==> config.mk <==
export PLATFORM = sky130hd
export DESIGN_NAME = m_frame_scan_ctrl_640x480_flat
export DESIGN_NICKNAME = d
export VERILOG_FILES = /design/src/rtl/m_frame_scan_ctrl_640x480_if.sv /design/src/rtl/m_frame_scan_ctrl_640x480.sv /design/src/flat_wrapper.sv
export SDC_FILE = /design/constraint.sdc
export NUM_CORES = 1
export LEC_CHECK = 0
export ABC_CLOCK_PERIOD_IN_PS = 2000
export CAP_MARGIN = 20
export CELL_PAD_IN_SITES_DETAIL_PLACEMENT = 0
export CELL_PAD_IN_SITES_GLOBAL_PLACEMENT = 1
export CORE_MARGIN = 4
export CORE_UTILIZATION = 40
export CTS_BUF_LIST = sky130_fd_sc_hd__clkbuf_8
export CTS_CLUSTER_DIAMETER = 80
export DETAILED_ROUTE_END_ITERATION = 8
export GPL_TIMING_DRIVEN = 0
export PLACE_DENSITY_LB_ADDON = 0.15
export REMOVE_ABC_BUFFERS = 1
export SLEW_MARGIN = 20
export SYNTH_ARGS = -nofsm -noshare
export SYNTH_HDL_FRONTEND = slang
export SYNTH_SLANG_ARGS = --single-unit
==> constraint.sdc <==
create_clock -name piul1Clock -period 2 [get_ports piul1Clock]
set_clock_uncertainty 0.2 [all_clocks]
set_input_delay 0.2 -clock piul1Clock [delete_from_list [all_inputs] [get_ports piul1Clock]]
set_output_delay 0.2 -clock piul1Clock [all_outputs]
set_load 0.02 [all_outputs]
==> src/rtl/m_frame_scan_ctrl_640x480_if.sv <==
// Scan-controller bus: enable and frame-buffer read port in, DAC signals out.
interface m_frame_scan_ctrl_640x480_if;
   logic             piul1Enable;
   logic [16:0]      poul17RAddr;
   logic [2:0][3:0]  piul12RData;
   logic [2:0][3:0]  poul12Rgb;
   logic             poul1HSync;
   logic             poul1VSync;
   logic             poul1Blank;
   logic             poul1FrameDone;

   modport master (
      input  piul1Enable,
      input  piul12RData,
      output poul17RAddr,
      output poul12Rgb,
      output poul1HSync,
      output poul1VSync,
      output poul1Blank,
      output poul1FrameDone
   );

   modport slave (
      output piul1Enable,
      output piul12RData,
      input  poul17RAddr,
      input  poul12Rgb,
      input  poul1HSync,
      input  poul1VSync,
      input  poul1Blank,
      input  poul1FrameDone
   );
endinterface

==> src/rtl/m_frame_scan_ctrl_640x480.sv <==
// 640x480@60 VGA read sequencer for a 320x240 frame buffer with 2x2 pixel
// doubling. Counters -> address -> buffer read -> DAC register, so sync and
// blank are delayed three cycles to line up with the returned pixel.
module m_frame_scan_ctrl_640x480 #(
   parameter int unsigned H_FRONT = 16,
   parameter int unsigned H_SYNC  = 96,
   parameter int unsigned H_BACK  = 48,
   parameter int unsigned V_FRONT = 10,
   parameter int unsigned V_SYNC  = 2,
   parameter int unsigned V_BACK  = 33
) (
   input  logic piul1Clock,
   input  logic piul1Reset,
   m_frame_scan_ctrl_640x480_if.master bus
);
   localparam int unsigned CW       = 10;
   localparam int unsigned AW       = 17;
   localparam int unsigned H_ACTIVE = 640;
   localparam int unsigned V_ACTIVE = 480;
   localparam int unsigned H_TOTAL  = H_ACTIVE + H_FRONT + H_SYNC + H_BACK;
   localparam int unsigned V_TOTAL  = V_ACTIVE + V_FRONT + V_SYNC + V_BACK;

   localparam logic [CW-1:0] H_LAST   = CW'(H_TOTAL - 1);
   localparam logic [CW-1:0] V_LAST   = CW'(V_TOTAL - 1);
   localparam logic [CW-1:0] H_ACT    = CW'(H_ACTIVE);
   localparam logic [CW-1:0] V_ACT    = CW'(V_ACTIVE);
   localparam logic [CW-1:0] HS_FIRST = CW'(H_ACTIVE + H_FRONT);
   localparam logic [CW-1:0] HS_LAST  = CW'(H_ACTIVE + H_FRONT + H_SYNC - 1);
   localparam logic [CW-1:0] VS_FIRST = CW'(V_ACTIVE + V_FRONT);
   localparam logic [CW-1:0] VS_LAST  = CW'(V_ACTIVE + V_FRONT + V_SYNC - 1);
   localparam logic [AW-1:0] ROW_STRIDE = AW'(320);

   logic [CW-1:0]   hcnt, vcnt, hcnt_nxt, vcnt_nxt;
   logic [AW-1:0]   line_base, line_base_nxt;
   logic            line_end_c, frame_end_c, active_c, hs_c, vs_c;
   logic [AW-1:0]   raddr;
   logic            blank_d1, hs_d1, vs_d1;
   logic            blank_d2, hs_d2, vs_d2;
   logic [2:0][3:0] rgb;
   logic            hsync, vsync, blank, frame_done;

   // Stage-0 position decodes
   always_comb begin
      line_end_c  = (hcnt == H_LAST);
      frame_end_c = line_end_c && (vcnt == V_LAST);
      active_c    = (hcnt < H_ACT) && (vcnt < V_ACT);
      hs_c        = (hcnt >= HS_FIRST) && (hcnt <= HS_LAST);
      vs_c        = (vcnt >= VS_FIRST) && (vcnt <= VS_LAST);
   end

   // Next scan position and row base; each buffer row serves an even/odd line pair
   always_comb begin
      hcnt_nxt      = hcnt + CW'(1);
      vcnt_nxt      = vcnt;
      line_base_nxt = line_base;
      if (line_end_c) begin
         hcnt_nxt = '0;
         if (frame_end_c) begin
            vcnt_nxt      = '0;
            line_base_nxt = '0;
         end else begin
            vcnt_nxt = vcnt + CW'(1);
            if (vcnt[0] && (vcnt < V_ACT)) begin
               line_base_nxt = line_base + ROW_STRIDE;
            end
         end
      end
      if (!bus.piul1Enable) begin
         hcnt_nxt      = '0;
         vcnt_nxt      = '0;
         line_base_nxt = '0;
      end
   end

   // Scan position registers
   always_ff @(posedge piul1Clock or posedge piul1Reset) begin
      if (piul1Reset) begin
         hcnt      <= '0;
         vcnt      <= '0;
         line_base <= '0;
      end else begin
         hcnt      <= hcnt_nxt;
         vcnt      <= vcnt_nxt;
         line_base <= line_base_nxt;
      end
   end

   // Address, timing delay line and DAC output registers; disable flushes to idle
   always_ff @(posedge piul1Clock or posedge piul1Reset) begin
      if (piul1Reset) begin
         raddr      <= '0;
         blank_d1   <= 1'b1;
         hs_d1      <= 1'b0;
         vs_d1      <= 1'b0;
         blank_d2   <= 1'b1;
         hs_d2      <= 1'b0;
         vs_d2      <= 1'b0;
         rgb        <= '0;
         hsync      <= 1'b1;
         vsync      <= 1'b1;
         blank      <= 1'b1;
         frame_done <= 1'b0;
      end else if (!bus.piul1Enable) begin
         raddr      <= '0;
         blank_d1   <= 1'b1;
         hs_d1      <= 1'b0;
         vs_d1      <= 1'b0;
         blank_d2   <= 1'b1;
         hs_d2      <= 1'b0;
         vs_d2      <= 1'b0;
         rgb        <= '0;
         hsync      <= 1'b1;
         vsync      <= 1'b1;
         blank      <= 1'b1;
         frame_done <= 1'b0;
      end else begin
         raddr      <= active_c ? (line_base + AW'(hcnt[CW-1:1])) : '0;
         blank_d1   <= !active_c;
         hs_d1      <= hs_c;
         vs_d1      <= vs_c;
         blank_d2   <= blank_d1;
         hs_d2      <= hs_d1;
         vs_d2      <= vs_d1;
         rgb        <= blank_d2 ? '0 : bus.piul12RData;
         hsync      <= !hs_d2;
         vsync      <= !vs_d2;
         blank      <= blank_d2;
         frame_done <= frame_end_c;
      end
   end

   assign bus.poul17RAddr    = raddr;
   assign bus.poul12Rgb      = rgb;
   assign bus.poul1HSync     = hsync;
   assign bus.poul1VSync     = vsync;
   assign bus.poul1Blank     = blank;
   assign bus.poul1FrameDone = frame_done;
endmodule

==> src/flat_wrapper.sv <==
// flat-port wrapper written by rule: the top's interface ports become plain ports
module m_frame_scan_ctrl_640x480_flat 
#(
   parameter int unsigned H_FRONT = 16,
   parameter int unsigned H_SYNC  = 96,
   parameter int unsigned H_BACK  = 48,
   parameter int unsigned V_FRONT = 10,
   parameter int unsigned V_SYNC  = 2,
   parameter int unsigned V_BACK  = 33
)
  (piul1Clock, piul1Reset, bus_piul1Enable, bus_piul12RData, bus_poul17RAddr, bus_poul12Rgb, bus_poul1HSync, bus_poul1VSync, bus_poul1Blank, bus_poul1FrameDone);
  m_frame_scan_ctrl_640x480_if bus_i ();
  input  logic piul1Clock;
  input  logic piul1Reset;
  input wire logic [$bits(bus_i.piul1Enable)-1:0] bus_piul1Enable;
  input wire logic [$bits(bus_i.piul12RData)-1:0] bus_piul12RData;
  output wire logic [$bits(bus_i.poul17RAddr)-1:0] bus_poul17RAddr;
  output wire logic [$bits(bus_i.poul12Rgb)-1:0] bus_poul12Rgb;
  output wire logic [$bits(bus_i.poul1HSync)-1:0] bus_poul1HSync;
  output wire logic [$bits(bus_i.poul1VSync)-1:0] bus_poul1VSync;
  output wire logic [$bits(bus_i.poul1Blank)-1:0] bus_poul1Blank;
  output wire logic [$bits(bus_i.poul1FrameDone)-1:0] bus_poul1FrameDone;
  assign bus_i.piul1Enable = bus_piul1Enable;
  assign bus_i.piul12RData = bus_piul12RData;
  assign bus_poul17RAddr = bus_i.poul17RAddr;
  assign bus_poul12Rgb = bus_i.poul12Rgb;
  assign bus_poul1HSync = bus_i.poul1HSync;
  assign bus_poul1VSync = bus_i.poul1VSync;
  assign bus_poul1Blank = bus_i.poul1Blank;
  assign bus_poul1FrameDone = bus_i.poul1FrameDone;
  m_frame_scan_ctrl_640x480 #(.H_FRONT(H_FRONT), .H_SYNC(H_SYNC), .H_BACK(H_BACK), .V_FRONT(V_FRONT), .V_SYNC(V_SYNC), .V_BACK(V_BACK)) u_core (.piul1Clock(piul1Clock), .piul1Reset(piul1Reset), .bus(bus_i));
endmodule
### After elaboration in Yosys (flattened, before gate mapping)

Cells that the tools add are included.

| storage, ports and cells | value |
|---|---|
| register bits | 76 |
| input port bits | 15 |
| output and inout port bits | 33 |
| logic and storage cells | 63 |

| operators by class | value |
|---|---|
| $add $sub $neg | 4 |
| order comparisons | 6 |
| eq/ne operators | 4 |
| mux-type cells | 23 |
| reduce and logical (&&, ||, !) cells | 9 |

Operators by type and width:

| kind | count |
|---|---|
| 2-to-1 mux 17 bit | 6 |
| 2-to-1 mux 10 bit | 5 |
| 2-to-1 mux 12 bit | 2 |
| adder 10 x 1 -> 10 bit, second input constant | 2 |
| == test 10 bit, second input constant | 2 |
| adder 17 x 9 -> 17 bit | 1 |
| adder 17 x 9 -> 17 bit, second input constant | 1 |
| greater-or-equal comparator 10 bit, second input constant | 1 |
| greater-or-equal comparator 10 x 9 -> 1 bit, second input constant | 1 |
| less-or-equal comparator 10 bit, second input constant | 1 |
| less-or-equal comparator 10 x 9 -> 1 bit, second input constant | 1 |
| less-than comparator 10 bit, second input constant | 1 |
| less-than comparator 10 x 9 -> 1 bit, second input constant | 1 |
| 2-to-1 mux 1 bit | 10 |
| logical AND 1 bit | 5 |
| logical NOT 1 bit | 3 |
| != test 3 x 1 -> 1 bit, second input constant | 1 |
| != test 2 x 1 -> 1 bit, second input constant | 1 |
| AND reduction 2 bit | 1 |

### Logic depth before layout (Yosys ltp)

Gate-level depths: netlist (run 1).

| depth | value |
|---|---|
| depth after elaboration | 6 |
| mapped depth | 7 |
| gate-level depth less buffers | 6 |

### Worst setup path after synthesis (run 1)

Ideal clock, no wire load.

| timing path | value |
|---|---|
| path type | register to register |
| from | register u_core.hcnt[8] |
| to | register u_core.raddr[15], in the netlist u_core.bus.poul17RAddr[15] |
| library setup time | 0.078 ns |
| data arrival time | 1.752 ns |
| data required time | 1.722 ns |
| slack | -0.030 ns |
| cell stages (with the launch flop) | 7 |
| path buffers | 1 |
| period minus slack after synthesis | 2.030 ns |
| path through | dfrtp_1 -> ha_1 -> a21o_1 -> a21oi_1 -> clkbuf_1 -> or4_1 -> a21oi_1 |

| on the way | value |
|---|---|
| longest elaborated chain between the ends | 4 |
| elaborated cells between the ends (all ways) | 5 |
| classes of those cells | 1 x add/sub; 1 x order compare; 2 x mux; 1 x reduce/logical |

RTL lines:

| what | line | text |
|---|---|---|
| start, declared | m_frame_scan_ctrl_640x480.sv:33 | `logic [CW-1:0] hcnt, vcnt, hcnt_nxt, vcnt_nxt;` |
| start signal, assigned | m_frame_scan_ctrl_640x480.sv:82 | `hcnt <= hcnt_nxt;` |
| parallel branches: the longest is 2 deep, another holds adder 17 x 9 -> 17 bit | - |  |
| 2-to-1 mux 17 bit (*) | m_frame_scan_ctrl_640x480.sv:117 | `raddr <= active_c ? (line_base + AW'(hcnt[CW-1:1])) : '0;` |
| 2-to-1 mux 17 bit (*) | m_frame_scan_ctrl_640x480.sv:103 | `end else if (!bus.piul1Enable) begin` |
| end signal, assigned | m_frame_scan_ctrl_640x480.sv:117 |  |
| end, declared | m_frame_scan_ctrl_640x480.sv:36 | `logic [AW-1:0] raddr;` |

Mark *: on every way between the ends.
A chain may end at the register's enable or synchronous reset.

### Worst setup path in the final report (run 1)

| timing path | value |
|---|---|
| from | register u_core.vcnt[5] |
| to | register u_core.line_base[16] |

| on the way | value |
|---|---|
| longest elaborated chain between the ends | 5 |
| elaborated cells between the ends (all ways) | 9 |
| classes of those cells | 1 x order compare; 2 x eq/ne; 3 x mux; 3 x reduce/logical |

RTL lines:

| what | line | text |
|---|---|---|
| start, declared | m_frame_scan_ctrl_640x480.sv:33 |  |
| start signal, assigned | m_frame_scan_ctrl_640x480.sv:83 | `vcnt <= vcnt_nxt;` |
| parallel branches: the longest is 5 deep, another holds less-than comparator 10 x 9 -> 1 bit | - |  |
| end signal, assigned | m_frame_scan_ctrl_640x480.sv:84 | `line_base <= line_base_nxt;` |
| end, declared | m_frame_scan_ctrl_640x480.sv:34 | `logic [AW-1:0] line_base, line_base_nxt;` |

Several ways; the timed one is not identified. The select of a mux whose other input is x is not followed.

==> impl_summary.log, run 1 <==
INFO  metric critical_path_class = flop to flop
INFO  metric hpwl = approximately 4.5 mm
INFO  metric synth_enable_flop_cells = 0
INFO  metric cp_num_buf_inv = 1
INFO  metric final_nets = approximately 420
INFO  metric postSynthCellCount = 302
INFO  metric detailedRoute.firstPassIterationCount = 6
INFO  metric worstSetupEndpointType = flop
INFO  metric slew_headroom = 0.6074
INFO  metric synth.yosys.warnings = 0
INFO  metric rsz0062_at_grt = true
INFO  metric insertion_delay = 350 ps
INFO  metric avgViaCountPerCell = 5.355
INFO  metric yosys.area.top_type_share = 0.5035
INFO  metric worst_r2r_path_depth = 5
INFO  metric hold-worst-slack = -6.032 ps
INFO  metric initial_core_util = 0.4138
INFO  metric floorplan.die_area = 9579 sq um
INFO  metric psw = 0.0007047 W
INFO  metric numCtsBuffers = 9
INFO  metric first_global_vias = 2388
INFO  metric antenna_found_initial = 0
INFO  metric io_pins = 48
INFO  metric async_set_or_reset_flop_fraction_in_the_synthesized_netlist = 1.000
INFO  metric placeableCoreArea = between 7000 and 8000 sq um
INFO  metric synth.cell_area = around 3200 sq um
INFO  metric synth.top_cells.by_area = sky130_fd_sc_hd__dfrtp_1 50%, sky130_fd_sc_hd__dfstp_2 4.1%, sky130_fd_sc_hd__a21oi_1 3.9%
INFO  metric postSynthRegisterBits = 70
INFO  metric tritoncts = built
INFO  metric route.antenna.remaining_nets = 0
INFO  metric final.min_clock_period = slightly above 2000 ps
INFO  metric grt_first_pass_wirelength = approximately 13 mm
INFO  metric crit_path_top_delay_cell = sky130_fd_sc_hd__or4_4
INFO  metric critical-path-top-delay-family = simple AND/OR/NAND/NOR gates
INFO  metric status = complete, but fails checks
INFO  metric ir_worst_vdd = ~0.32 mV
INFO  metric drt_iter0_drc = 95
INFO  metric drv.max_cap_violation_count = 0
INFO  metric groute.usage.overall = 0.1676
INFO  metric start_kind = flop
INFO  metric diodes = 0
INFO  metric via_total_after_detailed_routing = roughly 2700
INFO  metric critical_path.reg2reg.endpoint = u_core.line_base[16]
INFO  metric cts_hold_repair.buffers = 0
INFO  metric mean_cell_area_of_the_mapped_netlist = 10.70 sq um
INFO  metric synth_top_area_cell = sky130_fd_sc_hd__dfrtp_1
INFO  metric crit_chain = and4_4 -> or3_4 -> buf_12 -> or4_4 -> a21oi_2
INFO  metric floorplan.rows = 32
INFO  metric post-route-period-util = 1.012
INFO  metric cp_data_required_time = 2090 ps
INFO  metric wl_per_cell = 15.94 microns
INFO  metric maxClockFrequency = 494.2 MHz
INFO  metric timing.final.setup_violations = 2
INFO  metric layout-drive-gt1-share = 0.3125
INFO  metric cts.sink_count = 70
INFO  metric fin_cells = 502
INFO  metric clock_power_share = 0.419
INFO  metric design_power_total = 0.002808 W
INFO  metric ys_seq_area_frac = 0.5442
INFO  metric io_buffer_count = 47
INFO  metric globalplace.congestion = 0.7830
INFO  metric worstReg2RegStart = u_core.vcnt[5]
INFO  metric global_route.overflow_total = 0
INFO  metric clk_pin_slew = ~80 ps
INFO  metric worst_setup_slack_for_register_to_register_paths = -20 ps
INFO  metric synthDistinctLibCells = 47
INFO  metric drt-total-wl = 8.004 mm
INFO  metric critical_path_arrival = about 2100 ps
INFO  metric power_density = approximately 610 nW/um^2
INFO  metric buffer_type_at_the_clock_tree_root = sky130_fd_sc_hd__clkbuf_8
INFO  metric dpl.cell_count = 436
INFO  metric worst_path_largest_cell_delay = 500 ps
INFO  metric critical_path_peak_fanout = 5
INFO  metric tightest_slew = 586.8 ps
INFO  metric power.share.combinational = 0.068
INFO  metric share_seq_of_total_power = 0.513
INFO  metric final_critical_path_setup_slack = -23.46 ps
INFO  metric failed_checks = negative hold slack, negative setup slack
INFO  metric hold_viol = 16
INFO  metric die_h = between 90 and 100 microns
INFO  metric cts_max_level = 3
INFO  metric net_sw_frac = 0.2510
INFO  metric setup_total_negative_slack = -40.00 ps
INFO  metric hold_class = input port to async pin
INFO  metric drc_errors = 0
INFO  metric p_int = between 0.002 and 0.0025 W
INFO  metric p_leak = 1.896 nW
INFO  metric cts.path.max_buffers = 2
INFO  metric maximum_number_of_pins_on_one_net_before_global_route_repair = 45
INFO  metric synth-main-ff-cell = sky130_fd_sc_hd__dfrtp_1
INFO  metric area_delta_synth_final = 41.91%
INFO  metric final_max_slew_viol_count = 0
INFO  metric die_w = 97.87 microns
## sequential cells by signal (all words and copies together), names as in the netlist
register	flops
u_core.vcnt	10
u_core.blank_d1	1
u_core.vs_d1	1
u_core.bus.poul17RAddr	17
u_core.hs_d2	1
u_core.bus.poul1FrameDone	1
u_core.line_base	11
u_core.vs_d2	1
u_core.bus.poul1Blank	1
u_core.bus.poul1VSync	1
u_core.bus.poul12Rgb	12
u_core.blank_d2	1
u_core.hs_d1	1
u_core.hcnt	10
u_core.bus.poul1HSync	1
## cells in the mapped netlist (all sizes together), types with 5 or more instances
cell type	instances
o31ai	14
ha	8
nor2	14
a21oi	27
dfstp	5
xnor2	7
or4	14
buf	8
nor3	7
nand2	15
clkbuf	8
dfrtp	65
or3	11
inv	11
nand3	14
o21ai	11
nand4	7
and2	20
## per-layer routing
| metal | wire [microns] | up-vias | track usage |
|---|---|---|---|
| met3 | 349 | 18 | 0.04286 |
| met5 | 0 | - | 0 |
| met1 | 3548 | 1307 | 0.2155 |
| met4 | 248 | 0 | 0.07774 |
| li1 | - | 1288 | - |
| met2 | 3858 | 75 | 0.2654 |
## power groups by stage
| stage | Combinational, W | Clock, W | Sequential [W] |
|---|---|---|---|
| finish | 0.000191 | 0.00118 | 0.00144 |
| floorplan | 0.0000608 | 0 | 0.00148 |
| CTS | 0.000184 | 0.00120 | 0.00144 |
| global route | 0.000210 | 0.00127 | 0.00144 |
| global placement | 0.000147 | 0 | 0.00147 |
| detailed placement | 0.000156 | 0 | 0.00147 |
## logic make-up (layout without fill, tap and decap cells)
family / Yosys count / after routing / synth area share
muxes: 1 / 1 / 0.003098
DFF: 70 / 70 / 0.5442
adders and majority gates: 8 / 8 / 0.03098
and+or+nand+nor: 118 / 118 / 0.2192
AOI/OAI and AO/OA: 68 / 71 / 0.1383
buffers and inverters: 28 / 123 / 0.03989
xor gates and xnor gates: 9 / 9 / 0.02440
## layout by cell type (no fill, tap or decap), types with 3 or more instances in the layout
master	n
sky130_fd_sc_hd__a21oi_1	19
sky130_fd_sc_hd__or3_1	10
sky130_fd_sc_hd__nand4_1	7
sky130_fd_sc_hd__xnor2_1	7
sky130_fd_sc_hd__a31oi_4	3
sky130_fd_sc_hd__dfstp_2	5
sky130_fd_sc_hd__or4_4	7
sky130_fd_sc_hd__a31o_2	3
sky130_fd_sc_hd__o21ai_0	11
sky130_fd_sc_hd__ha_4	3
sky130_fd_sc_hd__nand2b_1	3
sky130_fd_sc_hd__nor3_1	5
sky130_fd_sc_hd__nand3_1	14
sky130_fd_sc_hd__nand2_1	15
sky130_fd_sc_hd__inv_1	6
sky130_fd_sc_hd__dfrtp_2	10
sky130_fd_sc_hd__or4_1	7
sky130_fd_sc_hd__o31ai_1	12
sky130_fd_sc_hd__nor2_1	14
sky130_fd_sc_hd__clkbuf_8	9
sky130_fd_sc_hd__dfrtp_1	55
sky130_fd_sc_hd__clkdlybuf4s50_1	46
sky130_fd_sc_hd__buf_4	45
sky130_fd_sc_hd__a21o_1	3
sky130_fd_sc_hd__ha_1	5
sky130_fd_sc_hd__and3_1	4
sky130_fd_sc_hd__and2_1	20
sky130_fd_sc_hd__clkinvlp_4	5
sky130_fd_sc_hd__a21oi_2	7
## through the flow
stage | setup slack (ps) | util | instance area (sq um)
final | -23.46 | 0.5872 | 4584
after global routing | -69.48 | 0.5872 | 4584
after CTS | -86.62 | 0.5554 | 4337
after detailed placement | -894.6 | 0.4841 | 3780
after global placement | -1410 | 0.4796 | 3745
after floorplan | -262.5 | - | 3147
## worst max path at each step
stage | from | to | slack [ps] | cells after the start
finish | u_core.vcnt[5] | u_core.line_base[16] | -20 | 5
global route | u_core.hcnt[1] | u_core.line_base[15] | -70 | 5
CTS | u_core.line_base[9] | u_core.line_base[13] | -90 | 4
detailed placement | bus_piul1Enable | u_core.bus.poul17RAddr[11] | -890 | 5
global placement | piul1Reset | u_core.vcnt[4] | -1410 | 2
floorplan | u_core.hcnt[0] | u_core.hcnt[9] | -260 | 5
## final cells by class
cell class                 count  area [sq um]
tap                          102         127.6
timing repair buffer          95         865.8
clock inverter                 7         80.08
sequential                    70          1770
clock buffer                   9         123.9
fill                         700          3223
inverter                      12         60.06
multi-input combinational    207          1556
## what timing repair did
item | 4_1_cts | 5_1_grt
resized for setup | 28 | 23
cloned | 3 | 0
pin swaps | 21 | 18
endpoints found under the setup margin | 58 | 22
buffers inserted | 25 | 22
Note: power is estimated with default switching activity, not from simulation.
==> inputs of run 2 (changes only) <==
--- a/config.mk
+++ b/config.mk
@@ -16,7 +16,6 @@
 export DETAILED_ROUTE_END_ITERATION = 8
 export GPL_TIMING_DRIVEN = 0
 export PLACE_DENSITY_LB_ADDON = 0.15
-export REMOVE_ABC_BUFFERS = 1
 export SLEW_MARGIN = 20
 export SYNTH_ARGS = -nofsm -noshare
 export SYNTH_HDL_FRONTEND = slang
==> run 2 against run 1 <==
  * The flow finishes with violations (negative setup slack)
  * Sequential share of layout area increased by 0.92 points
  * Cell area decreased by 2.7%
  * Register-to-register slack improved by 20 ps
  * Routed wire length decreased by 6.1%
  * Clock-buffer cell count unchanged
  * Fmax increased by 0.92%
  * Largest cell class unchanged
  * Highest routed layer unchanged
==> impl_summary.log, run 2 (synthesis results as in run 1) <==
INFO  metric drc_errors = 0
INFO  metric avgViaCountPerCell = 5.222
INFO  metric worst_setup_slack_for_register_to_register_paths = -5 ps
INFO  metric die_h = roughly 100 microns
INFO  metric hold_viol = 0
INFO  metric tritoncts = built
INFO  metric status = complete, but fails checks
INFO  metric layout.filler_cells = 696
INFO  metric p_int = 0.002013 W
INFO  metric fin_cells = between 400 and 500
INFO  metric crit_chain = ha_4 -> and4_4 -> a31oi_4 -> buf_6 -> or4_4 -> a21oi_2
INFO  metric largest_reg_flops = 17
INFO  metric buffer_type_at_the_clock_tree_root = sky130_fd_sc_hd__clkbuf_8
INFO  metric share_seq_of_total_power = 0.520
INFO  metric power.share.combinational = 0.069
INFO  metric synth.net_count = approximately 330
INFO  metric post-route-period-util = 1.002
INFO  metric numCtsBuffers = 9
INFO  metric drv.max_cap_violation_count = 0
INFO  metric critical_path_class = flop to flop
INFO  metric critical_path_peak_fanout = 6
INFO  metric floorplan.rows = 32
INFO  metric timing.final.setup_violations = 1
INFO  metric worst_r2r_path_depth = 6
INFO  metric drt_iter0_drc = 109
INFO  metric placeableCoreArea = 7807 sq um
INFO  metric net_sw_frac = 0.2742
INFO  metric tightest_slew = 597.4 ps
INFO  metric power_density = 621.5 nW/um^2
INFO  metric critical_path.reg2reg.endpoint = u_core.vcnt[7]
INFO  metric ir_worst_vdd = 0.3004 mV
INFO  metric antenna_found_initial = 0
INFO  metric diodes = 0
INFO  metric final.min_clock_period = between 2000 and 2500 ps
INFO  metric clock_power_share = 0.412
INFO  metric rsz0062_at_grt = true
INFO  metric worst_path_largest_cell_delay = 500 ps
INFO  metric cts_max_level = 3
INFO  metric cp_data_required_time = 2080 ps
INFO  metric via_total_after_detailed_routing = roughly 2600
INFO  metric first_global_vias = between 2000 and 3000
INFO  metric mostFrequentLayoutCells = 60 x sky130_fd_sc_hd__dfrtp_1, 47 x sky130_fd_sc_hd__clkdlybuf4s50_1, 28 x sky130_fd_sc_hd__buf_4, 20 x sky130_fd_sc_hd__and2_1, 17 x sky130_fd_sc_hd__a21oi_1
INFO  metric maximum_number_of_pins_on_one_net_before_global_route_repair = 27
INFO  metric slew_headroom = 0.5987
INFO  metric route.antenna.remaining_nets = 0
INFO  metric cts.path.max_buffers = 2
INFO  metric hpwl = around 4.9 mm
INFO  metric insertion_delay = 350 ps
INFO  metric p_leak = 1.873 nW
INFO  metric drt-total-wl = 7.513 mm
INFO  metric io_buffer_count = 47
INFO  metric endpoint = u_core.vcnt[7]
INFO  metric worstSetupEndpointType = flop
INFO  metric dpl.cell_count = 453
INFO  metric clk_pin_slew = 90 ps
INFO  metric setup_total_negative_slack = -4.935 ps
INFO  metric cts.sink_count = 70
INFO  metric maxClockFrequency = 498.8 MHz
INFO  metric final_critical_path_setup_slack = -4.935 ps
INFO  metric cts_hold_repair.buffers = 0
INFO  metric worstReg2RegStart = u_core.hcnt[1]
INFO  metric hold_class = input port to async pin
INFO  metric grt_first_pass_wirelength = between 10 and 15 mm
INFO  metric final_nets = a little over 400
INFO  metric design_power_total = 0.002773 W
INFO  metric start_kind = flop
INFO  metric critical_path_arrival = about 2100 ps
INFO  metric globalplace.congestion = 0.8231
INFO  metric psw = 0.0007603 W
INFO  metric detailedRoute.firstPassIterationCount = 4
INFO  metric hold-worst-slack = 53.90 ps
INFO  metric most_common_cell_after_layout_fill_and_taps_aside = sky130_fd_sc_hd__dfrtp_1
INFO  metric final_max_slew_viol_count = 0
INFO  metric area_delta_synth_final = 38.11%
INFO  metric critPathLaunch = u_core.hcnt[1]
INFO  metric groute.usage.overall = 0.1658
INFO  metric failed_checks = negative setup slack
INFO  metric initial_core_util = 0.4138
INFO  metric floorplan.die_area = 9579 sq um
INFO  metric layout-drive-gt1-share = 0.2716
INFO  metric io_pins = between 40 and 50
INFO  metric wl_per_cell = 15.15 microns
INFO  metric die_w = roughly 98 microns
INFO  metric global_route.overflow_total = 0
INFO  metric crit_path_top_delay_cell = sky130_fd_sc_hd__or4_4
run 2: stage by stage:
| step | utilization | setup WS, ps | cell area (sq um) |
|---|---|---|---|
| floorplan | - | 8.364 | 3252 |
| detailed placement | 0.4992 | -824.5 | 3897 |
| global placement | 0.4931 | -792.0 | 3850 |
| finish | 0.5715 | -4.935 | 4462 |
| CTS | 0.5514 | -5.598 | 4305 |
| global route | 0.5715 | -72.00 | 4462 |
run 2: worst max-delay path: cells and delay by family (launching register included):
family,cells,cell delay [ps]
compound gates,2,250
flops,1,410
buf+inv,1,160
simple gates,2,750
fa+ha+maj,1,160
run 2: final cells by class:
cell class | count | area (sq um) | share of cell area
flip-flops and latches | 70 | 1764 | 0.3954
multi-input cells | 204 | 1479 | 0.3315
repair buffers | 78 | 729.5 | 0.1635
well taps | 102 | 127.6 | 0.02860
clock buffers | 9 | 123.9 | 0.02776
plain buffers | 14 | 113.9 | 0.02552
clock inverters | 7 | 75.07 | 0.01683
inverters | 12 | 48.80 | 0.01094
run 2: power by group through the flow:
stage          Combinational (W)  Clock (W)  Sequential, W
2_1_floorplan          0.0000707          0        0.00148
3_3_place_gp            0.000156          0        0.00147
3_5_place_dp            0.000170          0        0.00147
4_1_cts                 0.000185    0.00117        0.00144
5_1_grt                 0.000212    0.00124        0.00144
6_report                0.000190    0.00114        0.00144
run 2: worst min-delay path by stage:
stage / to / slack, ps / cells after the start
after floorplan: u_core.bus.poul12Rgb[0] / 130 / 1
after global placement: u_core.bus.poul1HSync / 160 / 1
after detailed placement: u_core.bus.poul1VSync / 160 / 1
after CTS: u_core.bus.poul12Rgb[1] / 60 / 2
after global routing: u_core.bus.poul12Rgb[1] / 70 / 2
final: u_core.bus.poul12Rgb[1] / 50 / 2
run 2: per-layer routing:
metal	wire [microns]	GRT usage
met1	3532	0.2303
met2	3508	0.2518
met3	370	0.03429
met4	102	0.07135
met5	0	0
run 2: repair_timing:
item | 4_1_cts | 5_1_grt
setup endpoints to repair | 36 | 32
gates resized for setup | 21 | 27
pin swaps | 11 | 10
buffers inserted | 19 | 9
cloned | 1 | 0
